<file path="src/rtl/clk_div_bank.sv">
// Bank of independent run-time-programmable clock dividers with tick strobes.
// Each channel double-buffers its divide/high-time and swaps at its own period boundary.

module clk_div_ch #(
    parameter int WIDTH       = 16,
    parameter int DEFAULT_DIV = 2
) (
    input  logic             CLK,
    input  logic             RST,
    input  logic             EN,
    input  logic             SYNC,
    input  logic             we,
    input  logic [WIDTH-1:0] cfg_div,
    input  logic [WIDTH-1:0] cfg_high,
    output logic             tick,
    output logic             clk_out,
    output logic             pend
);
    localparam logic [WIDTH-1:0] DEF_D = WIDTH'(DEFAULT_DIV);
    localparam logic [WIDTH-1:0] DEF_H = WIDTH'(DEFAULT_DIV / 2);
    localparam logic [WIDTH-1:0] TWO   = WIDTH'(2);

    logic [WIDTH-1:0] cnt, div, high, sdiv, shigh;
    logic [WIDTH-1:0] cnt_n, div_n, high_n;
    logic             pending, tick_n, clk_n, apply, hold, live;

    always_comb begin
        cnt_n  = cnt;
        div_n  = div;
        high_n = high;
        tick_n = 1'b0;
        apply  = 1'b0;
        hold   = 1'b0;
        live   = 1'b1;
        if (SYNC) begin
            cnt_n = '0;
            apply = pending;
        end else if (div < TWO) begin
            // stopped channel: parked at zero, but still picks up a new config
            cnt_n = '0;
            apply = pending;
            live  = 1'b0;
        end else if (!EN) begin
            hold = 1'b1;
        end else if (cnt == div - WIDTH'(1)) begin
            cnt_n  = '0;
            tick_n = 1'b1;
            apply  = pending;
        end else begin
            cnt_n = cnt + WIDTH'(1);
        end
        if (apply) begin
            div_n  = sdiv;
            high_n = shigh;
        end
        clk_n = hold ? clk_out : (live && (div_n >= TWO) && (cnt_n < high_n));
    end

    always_ff @(posedge CLK) begin
        if (RST) begin
            cnt     <= '0;
            div     <= DEF_D;
            high    <= DEF_H;
            sdiv    <= DEF_D;
            shigh   <= DEF_H;
            pending <= 1'b0;
            tick    <= 1'b0;
            clk_out <= 1'b0;
        end else begin
            cnt     <= cnt_n;
            div     <= div_n;
            high    <= high_n;
            tick    <= tick_n;
            clk_out <= clk_n;
            // a write landing on the swap edge stays queued for the next boundary
            if (we) begin
                sdiv    <= cfg_div;
                shigh   <= cfg_high;
                pending <= 1'b1;
            end else if (apply) begin
                pending <= 1'b0;
            end
        end
    end

    assign pend = pending;
endmodule

module clk_div_bank #(
    parameter int N_CH        = 4,
    parameter int WIDTH       = 16,
    parameter int DEFAULT_DIV = 2,
    localparam int CH_W       = (N_CH > 1) ? $clog2(N_CH) : 1
) (
    input  logic             CLK,
    input  logic             RST,
    input  logic             EN,
    input  logic             SYNC,
    input  logic             CFG_WE,
    input  logic [CH_W-1:0]  CFG_CH,
    input  logic [WIDTH-1:0] CFG_DIV,
    input  logic [WIDTH-1:0] CFG_HIGH,
    output logic [N_CH-1:0]  TICK,
    output logic [N_CH-1:0]  CLK_OUT,
    output logic [N_CH-1:0]  PEND
);
    logic [N_CH-1:0] we;

    // out-of-range channel numbers match no index and are dropped
    always_comb begin
        we = '0;
        for (int i = 0; i < N_CH; i++)
            we[i] = CFG_WE && (CFG_CH == CH_W'(i));
    end

    clk_div_ch #(.WIDTH(WIDTH), .DEFAULT_DIV(DEFAULT_DIV)) u_ch [N_CH-1:0] (
        .CLK     (CLK),
        .RST     (RST),
        .EN      (EN),
        .SYNC    (SYNC),
        .we      (we),
        .cfg_div (CFG_DIV),
        .cfg_high(CFG_HIGH),
        .tick    (TICK),
        .clk_out (CLK_OUT),
        .pend    (PEND)
    );
endmodule

</file>
<file path="config.mk">
export PLATFORM = sky130hd
export DESIGN_NAME = clk_div_bank
export DESIGN_NICKNAME = d
export VERILOG_FILES = /design/src/rtl/clk_div_bank.sv
export SDC_FILE = /design/constraint.sdc
export NUM_CORES = 1
export LEC_CHECK = 0
export ABC_CLOCK_PERIOD_IN_PS = 11900
export CAP_MARGIN = 20
export CORE_MARGIN = 3
export CORE_UTILIZATION = 25
export CTS_BUF_LIST = sky130_fd_sc_hd__clkbuf_16
export DETAILED_ROUTE_END_ITERATION = 10
export HOLD_SLACK_MARGIN = 0.02
export SLEW_MARGIN = 20
export SYNTH_ARGS = -nofsm -noshare
export SYNTH_HDL_FRONTEND = slang
export SYNTH_HIERARCHICAL = 1
export SYNTH_SLANG_ARGS = --single-unit
</file>
<file path="constraint.sdc">
create_clock -name CLK -period 11.9 [get_ports CLK]
set_input_delay 2.975 -clock CLK [delete_from_list [all_inputs] [get_ports CLK]]
set_output_delay 2.975 -clock CLK [all_outputs]
set_load 0.05 [all_outputs]
</file>
==> results.md <==
- The die area is 69510 um^2.
- The final estimated routing congestion in global placement is 0.8450.
- The most numerous cell type found on the critical path is sky130_fd_sc_hd__buf_4.
- Detailed placement ended at an HPWL of 30.85 mm.
- The maximum vdd ir drop is 0.09617 mV.
- The insertion delay of the later-clocked pin in the worst-skew pair is 0.53 ns.
- The endpoint required time on the critical path is 12.33 ns.
- The tree built by TritonCTS fans out to 332 sinks.
- The transition time at the pin with the least slew margin is 1.125 ns.
- For this run, the share of the core covered by cells in the final layout is 0.2890.
- The number of buffers inserted for hold repair after clock tree synthesis is 0.
- The worst setup path startpoint is EN.
- The hold violation total from the final report is 0.
- The critical path goes through buf_2 -> buf_4 -> o2111ai_1 -> or3b_2 -> a2111oi_0 -> and4b_4 -> o21ai_4 -> buf_4 -> mux2i_2 -> ha_1 -> a21oi_1 -> nor2b_1 -> o21ai_0 -> or4b_2 -> o21bai_1 -> o211ai_1 -> a211oi_2.
- The netlist area before placement is 16590 um^2.
- The worst min-delay path category is register to register.
- For this run, the total global-route usage over all layers was measured as 0.1218.
- Buffers placed on the I/O ports in this run total 50.
- The number of global-route vias before repair is 12320.
- In the final routed layout, each cell accounts on average for 16.35 um.
- The slowest library cell on the worst path is sky130_fd_sc_hd__or4b_2.
- The post-CTS setup buffer count is 0.
- In this run, distinct cell masters in the synthesized netlist total 67.
- The most frequently used flop master after synthesis is sky130_fd_sc_hd__dfxtp_1.
- Of the synthesized area, sequential elements account for 0.4005.
- The first global-routing pass estimated 68.67 mm of wire.
- The clock arrives with 0.01649 ns of skew.
- The total count of max-transition violations in the final report came to 0.
- The floorplan core area is 65050 um^2.
- The startpoint identified for the worst hold timing path is u_ch[0]/sdiv[0]$_SDFFE_PP0P_.
- Of all nets on the critical path, the largest fanout is 35.
- Setup repair after global routing left no endpoint under its margin.
- The number of enable-type register cells in the synthesized netlist is 0.
- The post-route minimum period is 6.905 ns.
- Entering global routing, the biggest net connects 162 pins.
- In this run the tightest slew margin relative to its limit is 0.2501.
- The clock transition time at the flip-flop clock pins of the worst setup and hold paths is 0.06 ns.
- Counting along the longest clock path gives a buffer depth of 3.
- TritonCTS created 35 clock buffers.
- The worst path buffer plus inverter count is 3.
- The total I/O pin count is 51.
- The initial standard-cell utilization of the core is 0.2551.
- The horizontal extent of the die is 263.6 um.
- Timing would allow up to 144.8 MHz.
- On the worst path, the slowest cell contributes a delay of 0.60 ns.
- In this run, the number of DRC markers left after iteration 0 of detailed routing was 1027.
- The path type of the worst setup path is input port to register.
- The layout has 6781 filler cells.
- The count of nets left with antenna violations once routing finished came out at 0.
- The floorplan has 93 rows.
- The H-tree was split into 2 levels.
- The synthesis-stage register bit count is 332.
- Setup violations remaining at the end of the flow were counted as 0.
- The fraction of layout cells with a size suffix above 1 is 0.07389.
- The post-synthesis to final-layout area growth is 13.29%.
- The post-synthesis instance total is 1809.
- The flow ran to the end, and the final reports show no timing, DRC or antenna violations.
- After detailed routing, the number of remaining DRC violations is 0.
- The startpoint of the worst-slack reg-to-reg timing path is u_ch[3]/div[8]$_SDFF_PP0_.
- Data arrives at the worst endpoint at 7.34 ns.
- The clock tree from TritonCTS is yes.
- The floorplan step set the die height to 263.6 um.
- The number of gates resized after CTS was 0.
- After detailed routing, the number of vias per cell comes to 4.764.
- The final critical-path share of the clock period is 0.5802.
- The analysis attributes to cell leakage a power of 7.285 nW.
- Synthesis produced a netlist with a net count of 1916.
- The first TritonRoute pass finished after 5 iterations.
- The Yosys warning count is 6.
- The fraction of registers with async set/reset is 0.
- The final layout contains routed wiring with a total length of 43.86 mm.
- In the final design database the tool counted 1911 nets.
- The type of destination of the critical path is a register.
- The total overflow left after global routing is 0.
- The routed layout has 12780 vias.
- The family with the most delay on the worst path is simple AND/OR/NAND/NOR gates.
- The power density over the cells is 123.9 nW/um^2.
- The master cell of the clock root buffer is sky130_fd_sc_hd__clkbuf_16.
- The worst setup path is launched from an input port.
- The max-capacitance violation count is 0.
- In the final timing run, aggregate negative setup slack is 0 ns.
- The number of antenna violations at the first check in global routing is 0.
- The average instance area after synthesis is 9.173 um^2.
[routing by layer]
metal,part of all wire,up-vias,global-route usage,wire (um)
li1,-,6294,-,-
met4,0.023,0,0.03368,1021
met3,0.052,66,0.02215,2277
met1,0.50,6151,0.1804,22130
met5,0,-,0,0
met2,0.42,270,0.1794,18430
[layout by cell type (no fill, tap or decap), types with 23 or more instances in the layout]
cell type | netlist | final
sky130_fd_sc_hd__nor2_1 | 406 | 406
sky130_fd_sc_hd__dfxtp_1 | 332 | 332
sky130_fd_sc_hd__mux2i_1 | 218 | 218
sky130_fd_sc_hd__xnor2_1 | 74 | 74
sky130_fd_sc_hd__ha_1 | 68 | 68
sky130_fd_sc_hd__xor2_1 | 65 | 65
sky130_fd_sc_hd__nand2_1 | 64 | 64
sky130_fd_sc_hd__clkdlybuf4s50_1 | 0 | 48
sky130_fd_sc_hd__nor3_1 | 38 | 38
sky130_fd_sc_hd__clkbuf_16 | 0 | 37
sky130_fd_sc_hd__inv_1 | 29 | 37
sky130_fd_sc_hd__a21oi_1 | 37 | 37
sky130_fd_sc_hd__nor4_1 | 36 | 36
sky130_fd_sc_hd__mux2i_2 | 33 | 33
sky130_fd_sc_hd__nand4_1 | 30 | 30
sky130_fd_sc_hd__nand3_1 | 23 | 23
sky130_fd_sc_hd__o21ai_0 | 23 | 23
[worst paths after layout]
kind | cells after the start | endpoint | slack (ns)
min reg2reg | 2 | u_ch[0]/div[0]$_SDFF_PP0_ | 0.48
min | 2 | u_ch[0]/div[0]$_SDFF_PP0_ | 0.48
max reg2reg | 17 | u_ch[3]/clk_out$_SDFFE_PP0N_ | 6.97
max | 17 | u_ch[0]/clk_out$_SDFFE_PP0N_ | 5.00
[cells by family after synthesis]
logic type | Yosys count | share of synthesized area
buffers and inverters | 131 | 0.03687
adder cells (fa/ha/maj) | 68 | 0.05127
AND/OR/NAND/NOR | 728 | 0.2122
flip-flops | 332 | 0.4005
AO/OA/AOI/OAI | 160 | 0.06688
multiplexers | 251 | 0.1589
XOR/XNOR | 139 | 0.07336
[report_power, final]
group	leakage [nW]	switching [mW]	internal, mW	total (mW)
sequential	2.69	0.0194	1.13	1.15
combinational	4.07	0.108	0.0636	0.171
clock	0.533	0.448	0.559	1.01
[registers in the layout, summed over array words and instances (netlist names)]
| register | count |
|---|---|
| u_ch/clk_out | 4 |
| u_ch/cnt | 64 |
| u_ch/div | 64 |
| u_ch/high | 64 |
| u_ch/pend | 4 |
| u_ch/sdiv | 64 |
| u_ch/shigh | 64 |
| u_ch/tick | 4 |
[synth_stat cells, types with 13 or more instances]
cell                       count  area [um^2]
sky130_fd_sc_hd__inv_1        29        108.9
sky130_fd_sc_hd__xnor2_1      74        648.1
sky130_fd_sc_hd__or3_1        15        93.84
sky130_fd_sc_hd__nor4_1       36        225.2
sky130_fd_sc_hd__o211ai_1     16        120.1
sky130_fd_sc_hd__and3_1       20        125.1
sky130_fd_sc_hd__o21ai_0      23        115.1
sky130_fd_sc_hd__nand3_1      23        115.1
sky130_fd_sc_hd__nand2_1      64        240.2
sky130_fd_sc_hd__nand4_1      30        187.7
sky130_fd_sc_hd__buf_2        20        100.1
sky130_fd_sc_hd__nor3_1       38        190.2
sky130_fd_sc_hd__ha_1         68        850.8
sky130_fd_sc_hd__nor2b_1      13        81.33
sky130_fd_sc_hd__a21oi_1      37        185.2
sky130_fd_sc_hd__clkbuf_1     57        214.0
sky130_fd_sc_hd__dfxtp_1     332         6646
sky130_fd_sc_hd__mux2i_2      33        454.2
sky130_fd_sc_hd__mux2i_1     218         2182
sky130_fd_sc_hd__nor2_1      406         1524
sky130_fd_sc_hd__xor2_1       65        569.3
sky130_fd_sc_hd__a21o_1       14        105.1
[worst min-delay path: stages, from the launching register on]
cell and delay [ns]:
sky130_fd_sc_hd__dfxtp_1 0.32, sky130_fd_sc_hd__nand3_1 0.06, sky130_fd_sc_hd__a21oi_1 0.05
[cell type report]
cell class / count / area, um^2 / share of cell area
Antenna cell: 1 / 2.502 / 0.0001331
Clock buffer: 37 / 925.9 / 0.04925
Clock inverter: 23 / 101.3 / 0.005391
Inverter: 29 / 108.9 / 0.005790
Multi-Input combinational cell: 1346 / 9346 / 0.4971
Sequential cell: 332 / 6646 / 0.3535
Tap cell: 855 / 1070 / 0.05690
Timing Repair Buffer: 60 / 599.3 / 0.03188
[stage by stage]
step	area (um^2)	instances	total power [mW]	setup WS [ns]	hold WS (ns)
after detailed placement	17750	2621	1.345	4.580	0.4734
after global routing	18800	2682	2.421	4.704	0.5091
final	18800	2683	2.330	4.995	0.4850
after CTS	18780	2681	2.359	5.070	0.4819
after floorplan	16590	1809	1.281	5.293	0.4429
after global placement	17750	2621	1.342	4.692	0.4756
Note: power is estimated with default switching activity, not from simulation.
